### config.mk
export PLATFORM = sky130hd
export DESIGN_NAME = p3_buf_sched_flat
export DESIGN_NICKNAME = d
export VERILOG_FILES = /design/src/rtl/p3_buf_sched_if.sv /design/src/rtl/p3_buf_sched.sv /design/src/flat_wrapper.sv
export SDC_FILE = /design/constraint.sdc
export NUM_CORES = 1
export LEC_CHECK = 0
export ABC_AREA = 1
export ABC_CLOCK_PERIOD_IN_PS = 1700
export BUFFER_PORTS_ARGS = -buffer_cell sky130_fd_sc_hd__buf_2
export CAP_MARGIN = 25
export CORE_MARGIN = 3
export CORE_UTILIZATION = 39
export DETAILED_ROUTE_END_ITERATION = 6
export GPL_ROUTABILITY_DRIVEN = 0
export MAX_ROUTING_LAYER = met4
export SETUP_SLACK_MARGIN = 0.2
export SLEW_MARGIN = 10
export SYNTH_ARGS = -nofsm -noshare
export SYNTH_HDL_FRONTEND = slang
export SYNTH_SLANG_ARGS = --single-unit
export TNS_END_PERCENT = 20
### constraint.sdc
create_clock -name clk -period 1.7 [get_ports clk]
set_input_delay 0.255 -clock clk [delete_from_list [all_inputs] [get_ports clk]]
set_output_delay 0.255 -clock clk [all_outputs]
set_load 0.02 [all_outputs]
### src/rtl/p3_buf_sched_if.sv
// Handshake and select bundle between the ping/pang/pong buffer scheduler
// and its agents (snooper, CPU, forwarder) plus the downstream muxes stage.
interface p3_buf_sched_if;
    logic       sn_done;
    logic       sn_rdy;
    logic       cpu_acc;
    logic       cpu_rej;
    logic       cpu_rdy;
    logic       fwd_done;
    logic       fwd_rdy;
    logic [1:0] sn_sel;
    logic [1:0] cpu_sel;
    logic [1:0] fwd_sel;
    logic [1:0] ping_sel;
    logic [1:0] pang_sel;
    logic [1:0] pong_sel;

    // Agent / environment side: drives the done/accept/reject pulses.
    modport master (
        output sn_done, cpu_acc, cpu_rej, fwd_done,
        input  sn_rdy, cpu_rdy, fwd_rdy,
        input  sn_sel, cpu_sel, fwd_sel, ping_sel, pang_sel, pong_sel
    );

    // Scheduler side.
    modport slave (
        input  sn_done, cpu_acc, cpu_rej, fwd_done,
        output sn_rdy, cpu_rdy, fwd_rdy,
        output sn_sel, cpu_sel, fwd_sel, ping_sel, pang_sel, pong_sel
    );
endinterface

### src/rtl/p3_buf_sched.sv
// Ownership scheduler for the three packet buffers (ping, pang, pong).
// Each buffer walks FREE -> SN -> WAIT_CPU -> CPU -> WAIT_FWD -> FWD -> FREE,
// or CPU -> DROP -> FREE on reject. Each agent follows its own rotating
// pointer, so packet order is preserved.
// Optional feature: define P3_BUF_SCHED_DROP_CNT_EN to add the saturating
// drop_cnt output counting honoured rejects.
// All outputs are registered; they are computed from the next-state values
// so grant timing is the same as decoding directly from the state registers.
module p3_buf_sched #(
    parameter int CNT_WIDTH = 32
) (
    input  logic                 clk,
    input  logic                 rst_n,
    p3_buf_sched_if.slave        bus
`ifdef P3_BUF_SCHED_DROP_CNT_EN
    ,
    output logic [CNT_WIDTH-1:0] drop_cnt
`endif
);

    localparam logic [2:0] ST_FREE     = 3'd0;
    localparam logic [2:0] ST_SN       = 3'd1;
    localparam logic [2:0] ST_WAIT_CPU = 3'd2;
    localparam logic [2:0] ST_CPU      = 3'd3;
    localparam logic [2:0] ST_WAIT_FWD = 3'd4;
    localparam logic [2:0] ST_FWD      = 3'd5;
    localparam logic [2:0] ST_DROP     = 3'd6;

    localparam logic [1:0] SEL_NONE    = 2'b11;

    // Buffer index 0 = ping, 1 = pang, 2 = pong.
    logic [2:0][2:0] buf_st_r;
    logic [2:0][2:0] buf_st_s;
    logic [1:0]      sn_ptr_r,  sn_ptr_s;
    logic [1:0]      cpu_ptr_r, cpu_ptr_s;
    logic [1:0]      fwd_ptr_r, fwd_ptr_s;
    logic            sn_adv_s, cpu_adv_s, fwd_adv_s, rej_hit_s;

    logic            sn_rdy_r,  cpu_rdy_r,  fwd_rdy_r;
    logic [1:0]      sn_sel_r,  cpu_sel_r,  fwd_sel_r;
    logic [1:0]      ping_sel_r, pang_sel_r, pong_sel_r;
    logic [1:0]      sn_sel_s,  cpu_sel_s,  fwd_sel_s;
    logic [1:0]      ping_sel_s, pang_sel_s, pong_sel_s;

    // Rotate ping -> pang -> pong -> ping.
    function automatic logic [1:0] ptr_inc(input logic [1:0] ptr);
        case (ptr)
            2'd0:    ptr_inc = 2'd1;
            2'd1:    ptr_inc = 2'd2;
            default: ptr_inc = 2'd0;
        endcase
    endfunction

    // Which agent drives a buffer, from the buffer's state.
    function automatic logic [1:0] owner_of(input logic [2:0] st);
        case (st)
            ST_SN:   owner_of = 2'b00;
            ST_CPU:  owner_of = 2'b01;
            ST_FWD:  owner_of = 2'b10;
            default: owner_of = SEL_NONE;
        endcase
    endfunction

    // Buffer held by an agent: its pointed-to buffer if in the owned state.
    function automatic logic [1:0] agent_sel(input logic [2:0][2:0] st,
                                             input logic [1:0]      ptr,
                                             input logic [2:0]      own);
        case (ptr)
            2'd0:    agent_sel = (st[0] == own) ? 2'd0 : SEL_NONE;
            2'd1:    agent_sel = (st[1] == own) ? 2'd1 : SEL_NONE;
            2'd2:    agent_sel = (st[2] == own) ? 2'd2 : SEL_NONE;
            default: agent_sel = SEL_NONE;
        endcase
    endfunction

    // Per-buffer next state; each state is touched by exactly one agent,
    // so the three agents never write the same buffer in one cycle.
    always_comb begin
        buf_st_s  = buf_st_r;
        sn_adv_s  = 1'b0;
        cpu_adv_s = 1'b0;
        fwd_adv_s = 1'b0;
        rej_hit_s = 1'b0;
        for (int i = 0; i < 3; i++) begin
            case (buf_st_r[i])
                ST_FREE: begin
                    if (sn_ptr_r == 2'(i)) buf_st_s[i] = ST_SN;
                    else                   buf_st_s[i] = ST_FREE;
                end
                ST_SN: begin
                    if (bus.sn_done && (sn_ptr_r == 2'(i))) begin
                        buf_st_s[i] = ST_WAIT_CPU;
                        sn_adv_s    = 1'b1;
                    end else begin
                        buf_st_s[i] = ST_SN;
                    end
                end
                ST_WAIT_CPU: begin
                    if (cpu_ptr_r == 2'(i)) buf_st_s[i] = ST_CPU;
                    else                    buf_st_s[i] = ST_WAIT_CPU;
                end
                ST_CPU: begin
                    // Reject has priority over a simultaneous accept.
                    if (bus.cpu_rej && (cpu_ptr_r == 2'(i))) begin
                        buf_st_s[i] = ST_DROP;
                        cpu_adv_s   = 1'b1;
                        rej_hit_s   = 1'b1;
                    end else if (bus.cpu_acc && (cpu_ptr_r == 2'(i))) begin
                        buf_st_s[i] = ST_WAIT_FWD;
                        cpu_adv_s   = 1'b1;
                    end else begin
                        buf_st_s[i] = ST_CPU;
                    end
                end
                ST_WAIT_FWD: begin
                    if (fwd_ptr_r == 2'(i)) buf_st_s[i] = ST_FWD;
                    else                    buf_st_s[i] = ST_WAIT_FWD;
                end
                ST_FWD: begin
                    if (bus.fwd_done && (fwd_ptr_r == 2'(i))) begin
                        buf_st_s[i] = ST_FREE;
                        fwd_adv_s   = 1'b1;
                    end else begin
                        buf_st_s[i] = ST_FWD;
                    end
                end
                ST_DROP: begin
                    // Forwarder spends one cycle skipping a rejected buffer.
                    if (fwd_ptr_r == 2'(i)) begin
                        buf_st_s[i] = ST_FREE;
                        fwd_adv_s   = 1'b1;
                    end else begin
                        buf_st_s[i] = ST_DROP;
                    end
                end
                default: buf_st_s[i] = ST_FREE;
            endcase
        end
    end

    // Agent pointer advance on release.
    always_comb begin
        if (sn_adv_s)  sn_ptr_s  = ptr_inc(sn_ptr_r);
        else           sn_ptr_s  = sn_ptr_r;
        if (cpu_adv_s) cpu_ptr_s = ptr_inc(cpu_ptr_r);
        else           cpu_ptr_s = cpu_ptr_r;
        if (fwd_adv_s) fwd_ptr_s = ptr_inc(fwd_ptr_r);
        else           fwd_ptr_s = fwd_ptr_r;
    end

    // Select decode from the next state, fed into the output registers.
    always_comb begin
        sn_sel_s   = agent_sel(buf_st_s, sn_ptr_s,  ST_SN);
        cpu_sel_s  = agent_sel(buf_st_s, cpu_ptr_s, ST_CPU);
        fwd_sel_s  = agent_sel(buf_st_s, fwd_ptr_s, ST_FWD);
        ping_sel_s = owner_of(buf_st_s[0]);
        pang_sel_s = owner_of(buf_st_s[1]);
        pong_sel_s = owner_of(buf_st_s[2]);
    end

    // State and pointer registers.
    always_ff @(posedge clk or negedge rst_n) begin
        if (!rst_n) begin
            buf_st_r  <= {ST_FREE, ST_FREE, ST_FREE};
            sn_ptr_r  <= 2'd0;
            cpu_ptr_r <= 2'd0;
            fwd_ptr_r <= 2'd0;
        end else begin
            buf_st_r  <= buf_st_s;
            sn_ptr_r  <= sn_ptr_s;
            cpu_ptr_r <= cpu_ptr_s;
            fwd_ptr_r <= fwd_ptr_s;
        end
    end

    // Output registers; ready is simply "agent holds a buffer".
    always_ff @(posedge clk or negedge rst_n) begin
        if (!rst_n) begin
            sn_sel_r   <= SEL_NONE;
            cpu_sel_r  <= SEL_NONE;
            fwd_sel_r  <= SEL_NONE;
            ping_sel_r <= SEL_NONE;
            pang_sel_r <= SEL_NONE;
            pong_sel_r <= SEL_NONE;
            sn_rdy_r   <= 1'b0;
            cpu_rdy_r  <= 1'b0;
            fwd_rdy_r  <= 1'b0;
        end else begin
            sn_sel_r   <= sn_sel_s;
            cpu_sel_r  <= cpu_sel_s;
            fwd_sel_r  <= fwd_sel_s;
            ping_sel_r <= ping_sel_s;
            pang_sel_r <= pang_sel_s;
            pong_sel_r <= pong_sel_s;
            sn_rdy_r   <= (sn_sel_s  != SEL_NONE);
            cpu_rdy_r  <= (cpu_sel_s != SEL_NONE);
            fwd_rdy_r  <= (fwd_sel_s != SEL_NONE);
        end
    end

    assign bus.sn_sel   = sn_sel_r;
    assign bus.cpu_sel  = cpu_sel_r;
    assign bus.fwd_sel  = fwd_sel_r;
    assign bus.ping_sel = ping_sel_r;
    assign bus.pang_sel = pang_sel_r;
    assign bus.pong_sel = pong_sel_r;
    assign bus.sn_rdy   = sn_rdy_r;
    assign bus.cpu_rdy  = cpu_rdy_r;
    assign bus.fwd_rdy  = fwd_rdy_r;

`ifdef P3_BUF_SCHED_DROP_CNT_EN
    logic [CNT_WIDTH-1:0] drop_cnt_r;

    // Saturating count of honoured rejects.
    always_ff @(posedge clk or negedge rst_n) begin
        if (!rst_n) begin
            drop_cnt_r <= {CNT_WIDTH{1'b0}};
        end else if (rej_hit_s && (drop_cnt_r != {CNT_WIDTH{1'b1}})) begin
            drop_cnt_r <= drop_cnt_r + {{(CNT_WIDTH-1){1'b0}}, 1'b1};
        end else begin
            drop_cnt_r <= drop_cnt_r;
        end
    end

    assign drop_cnt = drop_cnt_r;
`endif

endmodule
### src/flat_wrapper.sv
// flat-port wrapper written by rule: the top's interface ports become plain ports
module p3_buf_sched_flat 
#(
    parameter int CNT_WIDTH = 32
)
  (clk, rst_n, bus_sn_done, bus_cpu_acc, bus_cpu_rej, bus_fwd_done, bus_sn_rdy, bus_cpu_rdy, bus_fwd_rdy, bus_sn_sel, bus_cpu_sel, bus_fwd_sel, bus_ping_sel, bus_pang_sel, bus_pong_sel);
  p3_buf_sched_if bus_i ();
  input  logic clk;
  input  logic rst_n;
  input wire logic [$bits(bus_i.sn_done)-1:0] bus_sn_done;
  input wire logic [$bits(bus_i.cpu_acc)-1:0] bus_cpu_acc;
  input wire logic [$bits(bus_i.cpu_rej)-1:0] bus_cpu_rej;
  input wire logic [$bits(bus_i.fwd_done)-1:0] bus_fwd_done;
  output wire logic [$bits(bus_i.sn_rdy)-1:0] bus_sn_rdy;
  output wire logic [$bits(bus_i.cpu_rdy)-1:0] bus_cpu_rdy;
  output wire logic [$bits(bus_i.fwd_rdy)-1:0] bus_fwd_rdy;
  output wire logic [$bits(bus_i.sn_sel)-1:0] bus_sn_sel;
  output wire logic [$bits(bus_i.cpu_sel)-1:0] bus_cpu_sel;
  output wire logic [$bits(bus_i.fwd_sel)-1:0] bus_fwd_sel;
  output wire logic [$bits(bus_i.ping_sel)-1:0] bus_ping_sel;
  output wire logic [$bits(bus_i.pang_sel)-1:0] bus_pang_sel;
  output wire logic [$bits(bus_i.pong_sel)-1:0] bus_pong_sel;
  assign bus_i.sn_done = bus_sn_done;
  assign bus_i.cpu_acc = bus_cpu_acc;
  assign bus_i.cpu_rej = bus_cpu_rej;
  assign bus_i.fwd_done = bus_fwd_done;
  assign bus_sn_rdy = bus_i.sn_rdy;
  assign bus_cpu_rdy = bus_i.cpu_rdy;
  assign bus_fwd_rdy = bus_i.fwd_rdy;
  assign bus_sn_sel = bus_i.sn_sel;
  assign bus_cpu_sel = bus_i.cpu_sel;
  assign bus_fwd_sel = bus_i.fwd_sel;
  assign bus_ping_sel = bus_i.ping_sel;
  assign bus_pang_sel = bus_i.pang_sel;
  assign bus_pong_sel = bus_i.pong_sel;
  p3_buf_sched #(.CNT_WIDTH(CNT_WIDTH)) u_core (.clk(clk), .rst_n(rst_n), .bus(bus_i));
endmodule
==> After elaboration in Yosys (flattened, before gate mapping) <==
Cells that the tools add are included.
W data, S select, Z words.
{ "classes": {"eq_ne": 42, "mux": 72, "n_reduce_logical": 21} }
{ "ops": {"columns": ["op", "count"], "rows": [
  ["$pmux W3 S7", 3],
  ["$eq A3 B3 Y1 const B", 12],
  ["$mux W3", 12],
  ["$pmux W2 S3", 6],
  ["$mux W1", 33],
  ["$eq A3 B2 Y1 const B", 9],
  ["$mux W2", 12],
  ["$eq A3 B1 Y1 const B", 6],
  ["$eq A2 B1 Y1 const B", 6],
  ["$eq A2 B2 Y1 const B", 6],
  ["$logic_and A1 B1 Y1", 12],
  ["$logic_not A2 Y1", 6],
  ["$pmux W2 S2", 3],
  ["$logic_not A3 Y1", 3],
  ["$ne A2 B2 Y1 const B", 3],
  ["$pmux W1 S2", 3]
]} }
{ "totals": {"register_bits": 30, "in_bits": 6, "out_inout_bits": 15, "elab_cells": 150} }

==> Longest topological paths before layout <==
Gate-level depths: netlist of run 1.
{ "logic_depth": {"depth_word": 15, "mapped_depth": 12, "ltp_nobuf": 12} }

==> Least setup slack after synthesis of run 1 <==
Ideal clock, no wire load.
{ "synth_timing": {"path_kind": "reg-to-reg", "start": "register u_core.buf_st_r[8] in the netlist's numbering", "end": "register u_core.fwd_rdy_r (netlist: u_core.bus.fwd_rdy)", "setup_ns": 0.066, "arrival_ns": 1.286, "required_time_ns": 1.634, "slack_ns": 0.348, "path_stages_with_launch": 12, "n_path_buf": 0, "period_less_slack_ns": 1.352, "cell_sequence": "dfrtp_1 > inv_1 > nand3_1 > inv_1 > nand2_1 > nand3_2 > nor2_4 > nor2_4 > nand3_1 > nand2_1 > nand2_2 > nand2_1"} }
{ "synth_between": {"elab_chain_cells": 6, "elab_cells_between_ends": 17, "classes_between": "10 x eq/ne; 5 x mux; 2 x reduce/logical"} }
{ "synth_lines": {"columns": ["item", "line", "source"], "rows": [
  ["start, declared", "p3_buf_sched.sv:32", "logic [2:0][2:0] buf_st_r;"],
  ["start signal, assigned", "p3_buf_sched.sv:164", "buf_st_r <= {ST_FREE, ST_FREE, ST_FREE};"],
  ["start signal, assigned", "p3_buf_sched.sv:169", "buf_st_r <= buf_st_s;"],
  ["$eq A3 B3 Y1, or another cell as far along", "p3_buf_sched.sv:85", "case (buf_st_r[i])"],
  ["$pmux W3 S7 / $pmux W1 S2 (equally long branches)", "p3_buf_sched.sv:85", null],
  ["$eq A3 B3 Y1 / $mux W2 (equally long branches)", "p3_buf_sched.sv:71, p3_buf_sched.sv:147", null],
  ["$mux W1, or another cell as far along", "p3_buf_sched.sv:71", "2'd2: agent_sel = (st[2] == own) ? 2'd2 : SEL_NONE;"],
  ["$pmux W2 S3 (*)", "p3_buf_sched.sv:68", "case (ptr)"],
  ["via u_core.fwd_sel_s[0]", "p3_buf_sched.sv:42", "logic [1:0] sn_sel_s, cpu_sel_s, fwd_sel_s;"],
  ["$ne A2 B2 Y1 (*)", "p3_buf_sched.sv:197", "fwd_rdy_r <= (fwd_sel_s != SEL_NONE);"],
  ["end signal, assigned", "p3_buf_sched.sv:197", null],
  ["end, declared", "p3_buf_sched.sv:39", "logic sn_rdy_r, cpu_rdy_r, fwd_rdy_r;"]
]} }
The timed path passes the listed nets; every way through them passes the cells marked *.

==> Final worst setup path of run 1 <==
{ "layout_timing": {"start": "register u_core.cpu_ptr_r[0]", "end": "register u_core.fwd_rdy_r (netlist: u_core.bus.fwd_rdy)"} }
{ "layout_between": {"elab_chain_cells": 9, "elab_cells_between_ends": 29, "classes_between": "6 x eq/ne; 16 x mux; 7 x reduce/logical"} }
{ "layout_lines": {"columns": ["item", "line", "source"], "rows": [
  ["start, declared", "p3_buf_sched.sv:35", "logic [1:0] cpu_ptr_r, cpu_ptr_s;"],
  ["start signal, assigned", "p3_buf_sched.sv:171", "cpu_ptr_r <= cpu_ptr_s;"],
  ["$eq A2 B2 Y1 / $logic_not A2 Y1 (equally long branches)", "p3_buf_sched.sv:99, p3_buf_sched.sv:104, p3_buf_sched.sv:108", null],
  ["$logic_and A1 B1 Y1", "p3_buf_sched.sv:108", "end else if (bus.cpu_acc && (cpu_ptr_r == 2'(i))) begin"],
  ["$mux W3", "p3_buf_sched.sv:108", null],
  ["$mux W3", "p3_buf_sched.sv:104", "if (bus.cpu_rej && (cpu_ptr_r == 2'(i))) begin"],
  ["$pmux W3 S7", "p3_buf_sched.sv:85", null],
  ["$eq A3 B3 Y1 (on tied branches)", "p3_buf_sched.sv:71, p3_buf_sched.sv:69", null],
  ["$mux W1 / $mux W2 (equally long branches)", "p3_buf_sched.sv:71, p3_buf_sched.sv:69", null],
  ["$pmux W2 S3 (*)", "p3_buf_sched.sv:68", null],
  ["via u_core.fwd_sel_s[0]", "p3_buf_sched.sv:42", null],
  ["$ne A2 B2 Y1 (*)", "p3_buf_sched.sv:197", null]
]} }
Marked as above.

==> results of run 1 <==
-- synthesized netlist by cell type, types with 5 or more instances --
| cell | count |
|---|---|
| dfrtp_1 | 18 |
| dfstp_2 | 12 |
| inv_1 | 33 |
| inv_2 | 14 |
| nand2_1 | 49 |
| nand2_2 | 7 |
| nand3_1 | 25 |
| nand3_2 | 5 |
| nand4_1 | 5 |
| nor2_1 | 34 |
| nor2_2 | 6 |
| nor2_4 | 10 |
-- registers in the layout, summed over array words and instances (netlist names), 2 cells and up --
register and flops:
u_core.buf_st_r 9, u_core.bus.cpu_sel 2, u_core.bus.fwd_sel 2, u_core.bus.pang_sel 2, u_core.bus.ping_sel 2, u_core.bus.pong_sel 2, u_core.bus.sn_sel 2, u_core.cpu_ptr_r 2
u_core.fwd_ptr_r 2, u_core.sn_ptr_r 2
-- power by group through the flow --
stage               Clock, mW  Sequential, mW  Combinational [mW]
finish                  0.741            1.45                2.84
global route            0.789            1.50                3.14
CTS                     0.761            1.39                2.38
detailed placement          0            1.35                2.17
global placement            0            1.35                2.17
floorplan                   0            1.47                1.55
-- kinds of logic (layout without fill, tap and decap cells) --
group / after synthesis / after routing / synth area share [%]
simple gates: 151 / 151 / 44.2
buf+inv: 48 / 90 / 10.1
compound gates: 10 / 10 / 4.69
flops: 30 / 30 / 41.0
-- metal layers --
metal | track usage, % | wire length, µm | vias up
met5 | - | 0 | -
met4 | 7.18 | 72 | 0
met2 | 27.9 | 2400 | 29
met1 | 22.9 | 2040 | 775
li1 | - | - | 830
met3 | 3.47 | 152 | 8
-- worst max path at each step --
| stage | startpoint | endpoint | slack (ns) | depth (start not counted) |
|---|---|---|---|---|
| CTS | u_core.buf_st_r[3]$_DFF_PN0_ | u_core.bus.cpu_sel[1]$_DFF_PN1_ | 0.19 | 9 |
| global placement | u_core.buf_st_r[4]$_DFF_PN0_ | u_core.bus.fwd_rdy$_DFF_PN0_ | 0.04 | 10 |
| global route | u_core.fwd_ptr_r[1]$_DFF_PN0_ | u_core.bus.fwd_rdy$_DFF_PN0_ | 0.06 | 10 |
| detailed placement | u_core.buf_st_r[4]$_DFF_PN0_ | u_core.bus.fwd_rdy$_DFF_PN0_ | 0.08 | 10 |
| finish | u_core.cpu_ptr_r[0]$_DFF_PN0_ | u_core.bus.fwd_rdy$_DFF_PN0_ | 0.16 | 10 |
| floorplan | u_core.buf_st_r[8]$_DFF_PN0_ | u_core.bus.fwd_rdy$_DFF_PN0_ | 0.35 | 11 |
-- repair_timing --
| item | 4_1_cts | 5_1_grt |
|---|---|---|
| pin swaps | 6 | 16 |
| endpoints found under the hold margin | 0 | 0 |
| gates resized for setup | 21 | 49 |
| setup endpoints to repair | 9 | 13 |
| setup buffers | 5 | 9 |
-- cell type report --
type / count / area (µm²)
multi-input combinational: 161 / 1100
tap: 52 / 65.1
timing repair buffer: 35 / 229
sequential: 30 / 782
fill: 403 / 2000
clock inverter: 1 / 30.0
inverter: 47 / 186
clock buffer: 7 / 86.3
==> results by group, run 1 <==
Finish
  • Fin util: 55.4%
  • Area growth syn-to-layout: 32.8%
  • # diodes: 0
  • # nets final: approximately 290
  • Cell area after layout: between 2000 and 2500 µm²
  • Most frequent cells in the layout: 38 x nand2_1, 26 x inv_1, 23 x nor2_1, 23 x nand3_1, 20 x buf_2
  • Most common cell after layout, fill and taps aside: nand2_1
  • Fraction of layout cells with a size suffix above 1: between 50% and 60%
  • Final std cells w/o fill: roughly 330

Setup path
  • CP peak stage delay: around 0.47 ns
  • Reg-to-reg startpoint: u_core.cpu_ptr_r[0]$_DFF_PN0_
  • Setup crit end kind: flop
  • R2R Setup Slk: approximately 0.16 ns
  • Critical-path maximum fanout: 5
  • Critical path type: flop to flop
  • CP Buf/Inv Count: 0
  • Critical-path top delay cell: dfrtp_2
  • CP required: about 1.9 ns
  • Arrival time worst endpoint: between 1.5 and 2 ns
  • Setup crit start kind: flop
  • RR Endpoint: u_core.bus.fwd_rdy$_DFF_PN0_
  • R2R cell count: 10
  • Crit path cell chain: nor2_4, nand2_2, nand2_1, nand3_2, nor2_4, nor2_4, nand3_1, nand2_2, nand2_2, nand2_1
  • CP top delay family: simple AND/OR/NAND/NOR gates

Floorplan
  • Die H: approximately 75 µm
  • Initial Util: approximately two fifths
  • Core area: between 4000 and 5000 µm²
  • I/O pin count: 21
  • Die Outline Area: approximately 5700 µm²
  • # rows: 24
  • Die width: approximately 75 µm

Power and ir drop
  • NetSw: roughly 2.4 mW
  • Switching share of power: 47.0%
  • Clk pwr share: 14.7%
  • Pleak: between 1 and 1.5 nW
  • Pwr Total: approximately 5 mW
  • Register share of total power: 28.8%
  • Combinational power share: 56.4%
  • Max IR drop VDD: roughly 0.93 mV
  • P_int: 2.67 mW
  • PwrDens: around 2000 nW/µm²

Clock tree
  • Worst-path clk slew: about 0.06 ns
  • Hold_buf cts: 0
  • CTS tree: built
  • Clock Sinks: 30
  • Clk_lat worst skew: around 0.28 ns
  • CTS Buf Count: 5
  • CTS Buffer Depth: 2
  • Root Buffer: clkbuf_8
  • H-Tree Depth: 2

STA
  • Final hold vios: 0
  • Fin Clk Skew: approximately 0.0036 ns
  • Setup TNS: 0 ns
  • Final period util: roughly 91%
  • Final WS setup: 0.160 ns
  • Rel. slew slack: between 50 and 60%
  • Hold_ws: about 0.013 ns
  • Final min period: ~1.5 ns
  • Final setup vio count: 0
  • Worst Tran Pin Value: 0.679 ns
  • RSZ-0062 raised after global routing: yes
  • Max Transition Viols Final: 0
  • Max Fclk: 649 MHz

Placement
  • Placed Instance Area: between 2000 and 2500 µm²
  • Place WS: 0.0835 ns
  • Port buffer count: 20
  • Cells after DPL: just over 300
  • Estimated wirelength of the detail-placed design: approximately 3.2 mm

GRT
  • Grt ovf: 0
  • Initial antenna violation count: 0
  • Largest net degree at the start of global routing: 31
  • First-pass GRT wire length: a little over 7 mm
  • Number of global-route vias before repair: 1549
  • Global-route usage over all layers: around 18%

Synthesis
  • Ys flop type: dfrtp_1
  • Syn Std Cell Area: approximately 1900 µm²
  • Flops & latches, synth: 30
  • FFs w/ async S/R, synth: 100%
  • Top cell type's share of synthesized area: between 20 and 25%
  • Post-Syn Instances: ~240
  • YS warnings: 0
  • Largest cells by area after synthesis: dfrtp_1 24%, dfstp_2 17%, nand2_1 9.9%
  • Sequential area share after synthesis: ~41%
  • Syn Area/Cell: around 7.8 µm²
  • Number of synthesized flops with an enable pin: 0
  • Area leader, netlist: dfrtp_1
  • Mapped Nets: around 250
  • Netlist cell types: 23

Drt
  • DR vias: roughly 1600
  • DRT Pass-1 Iters: 4
  • Number of remaining DRC errors: 0
  • DRT iter0 DRCs: ~150
  • Routed length per instance: ~14 µm
  • WL final: 4.66 mm
  • Routed Antenna Nets: 0
  • DR vias/cell: approximately 4.9

Run
  • # Max-Cap Violations: 0

Outcome
  • Status: completed

Min path
  • Hold WC Path Type: input pin to async pin
Power figures use the tool's default switching activity.
==> run 2: changes to the inputs <==
--- a/config.mk
+++ b/config.mk
@@ -10,10 +10,11 @@
 export BUFFER_PORTS_ARGS = -buffer_cell sky130_fd_sc_hd__buf_2
 export CAP_MARGIN = 25
 export CORE_MARGIN = 3
-export CORE_UTILIZATION = 39
+export CORE_UTILIZATION = 48
 export DETAILED_ROUTE_END_ITERATION = 6
 export GPL_ROUTABILITY_DRIVEN = 0
 export MAX_ROUTING_LAYER = met4
+export PLACE_DENSITY = 0.67
 export SETUP_SLACK_MARGIN = 0.2
 export SLEW_MARGIN = 10
 export SYNTH_ARGS = -nofsm -noshare
==> results by group, run 2 (synthesis results as in run 1) <==
Floorplan
  • Core area: ~3700 µm²
  • I/O pin count: 21
  • Die width: between 60 and 70 µm
  • # rows: 22
  • Die Outline Area: 4670 µm²
  • Die H: 68.4 µm
  • Initial Util: roughly 50%

Drt
  • WL final: approximately 4.5 mm
  • Routed Antenna Nets: 0
  • Number of remaining DRC errors: 0
  • DR vias/cell: between 4 and 5
  • Routed length per instance: approximately 14 µm
  • DRT iter0 DRCs: 130
  • DR vias: around 1600
  • DRT Pass-1 Iters: 4

Power and ir drop
  • PwrDens: 1990 nW/µm²
  • Max IR drop VDD: between 1 and 1.5 mV
  • Pleak: 1.19 nW

Finish
  • Largest reg by FF count: u_core.buf_st_r
  • # nets final: approximately 290
  • Area growth syn-to-layout: 28.3%
  • Most frequent cells in the layout: 37 x nand2_1, 28 x inv_1, 26 x nor2_1
  • Max reg flops: 9
  • # diodes: 0
  • Multi-input logic area: 1050 µm²
  • Fillers: 315
  • Most common cell after layout, fill and taps aside: nand2_1
  • FF+latch area: between 700 and 800 µm²
  • Fraction of layout cells with a size suffix above 1: 53.0%
  • Fin util: about 64%

STA
  • Final WS setup: between 0.15 and 0.2 ns
  • RSZ-0062 raised after global routing: yes
  • Fin Clk Skew: around 0.0056 ns
  • Worst Tran Pin Value: 0.640 ns
  • Hold_ws: -0.0119 ns
  • Max Transition Viols Final: 0
  • Rel. slew slack: between 50% and 60%
  • Setup TNS: 0 ns
  • Final setup vio count: 0
  • Final hold vios: 11
  • Final min period: 1.54 ns
  • Max Fclk: 650 MHz
  • Final period util: 90.5%

GRT
  • Number of global-route vias before repair: ~1500
  • Global-route usage over all layers: ~22%
  • Largest net degree at the start of global routing: 31
  • Initial antenna violation count: 0
  • First-pass GRT wire length: around 7 mm
  • Grt ovf: 0

Placement
  • Place WS: ~0.060 ns
  • Estimated wirelength of the detail-placed design: roughly 3.2 mm
  • Port buffer count: 20

Setup path
  • Critical-path maximum fanout: 4
  • CP required: ~1.9 ns
  • Setup crit end kind: flop
  • Critical path type: flop to flop
  • Arrival time worst endpoint: approximately 1.8 ns
  • Setup crit start kind: flop

Clock tree
  • H-Tree Depth: 2
  • CTS Buffer Depth: 2
  • CTS tree: built
  • Clock Sinks: 30
  • Hold_buf cts: 0
  • Worst-path clk slew: 0.06 ns
  • Clk_lat worst skew: 0.28 ns
  • CTS Buf Count: 5
  • Root Buffer: clkbuf_8

Run
  • # Max-Cap Violations: 0

Outcome
  • Status: finished with violations
  • Failing checks: negative hold slack

Min path
  • Hold WC Path Type: input pin to async pin
==> run 2: per-stage QoR <==
| step | hold slack, ns | std cells | area, µm² | power, mW |
|---|---|---|---|---|
| after floorplan | -0.0406 | 239 | 1870 | 3.02 |
| after global routing | 0.0290 | 329 | 2390 | 5.13 |
| after detailed placement | 0.318 | 309 | 2040 | 3.56 |
| after global placement | 0.323 | 309 | 2040 | 3.56 |
| after CTS | 0.00230 | 323 | 2250 | 4.50 |
| final | -0.0119 | 329 | 2390 | 4.78 |
==> run 2: metal layers <==
layer	vias up	global-route usage, %	routed length (µm)
li1	825	-	-
met1	765	27.0	1960
met2	45	35.3	2270
met3	6	6.40	241
met4	0	6.95	71
met5	-	-	0
==> run 2: what timing repair did <==
action	4_1_cts	5_1_grt
gates resized for setup	22	30
endpoints found under the hold margin	0	0
pin swaps	5	14
setup endpoints to repair	9	12
buffers inserted	6	6
==> run 2: layout make-up <==
type	count	share of cell area, %
clock inverters	3	1.67
inverters	47	7.58
flip-flops and latches	30	32.4
clock buffers	5	2.87
well taps	48	2.51
multi-input cells	161	44.0
repair buffers	35	8.88
==> run 2: where the power goes <==
group          leakage [nW]  internal (mW)  switching (mW)  total (mW)
sequential            0.343           1.10           0.332        1.43
combinational         0.786          0.991            1.65        2.64
clock                0.0579          0.430           0.267       0.698
==> run 2: final timing paths <==
check / startpoint / to / slack, ns / depth (start not counted)
max in group asynchronous: rst_n / u_core.cpu_ptr_r[0]$_DFF_PN0_ / 1.25 / 1
hold reg to reg: u_core.sn_ptr_r[1]$_DFF_PN0_ / u_core.sn_ptr_r[1]$_DFF_PN0_ / 0.60 / 2
setup / recovery: u_core.fwd_ptr_r[1]$_DFF_PN0_ / u_core.bus.fwd_sel[1]$_DFF_PN1_ / 0.16 / 10
min in group clk: bus_sn_done / u_core.sn_ptr_r[0]$_DFF_PN0_ / 0.42 / 5
hold / removal: rst_n / u_core.fwd_ptr_r[0]$_DFF_PN0_ / -0.01 / 1
setup reg to reg: u_core.fwd_ptr_r[1]$_DFF_PN0_ / u_core.bus.fwd_sel[1]$_DFF_PN1_ / 0.16 / 10
==> run 2: critical path: stages (launching register included) <==
cell and delay (ns):
dfrtp_2 0.48, inv_4 0.11, nand2_2 0.07, nand4_1 0.14, nand2_1 0.08, nor2_2 0.09, inv_2 0.07, nor2_4 0.17
nand3_1 0.11, nor2_1 0.10, nor2_1 0.05
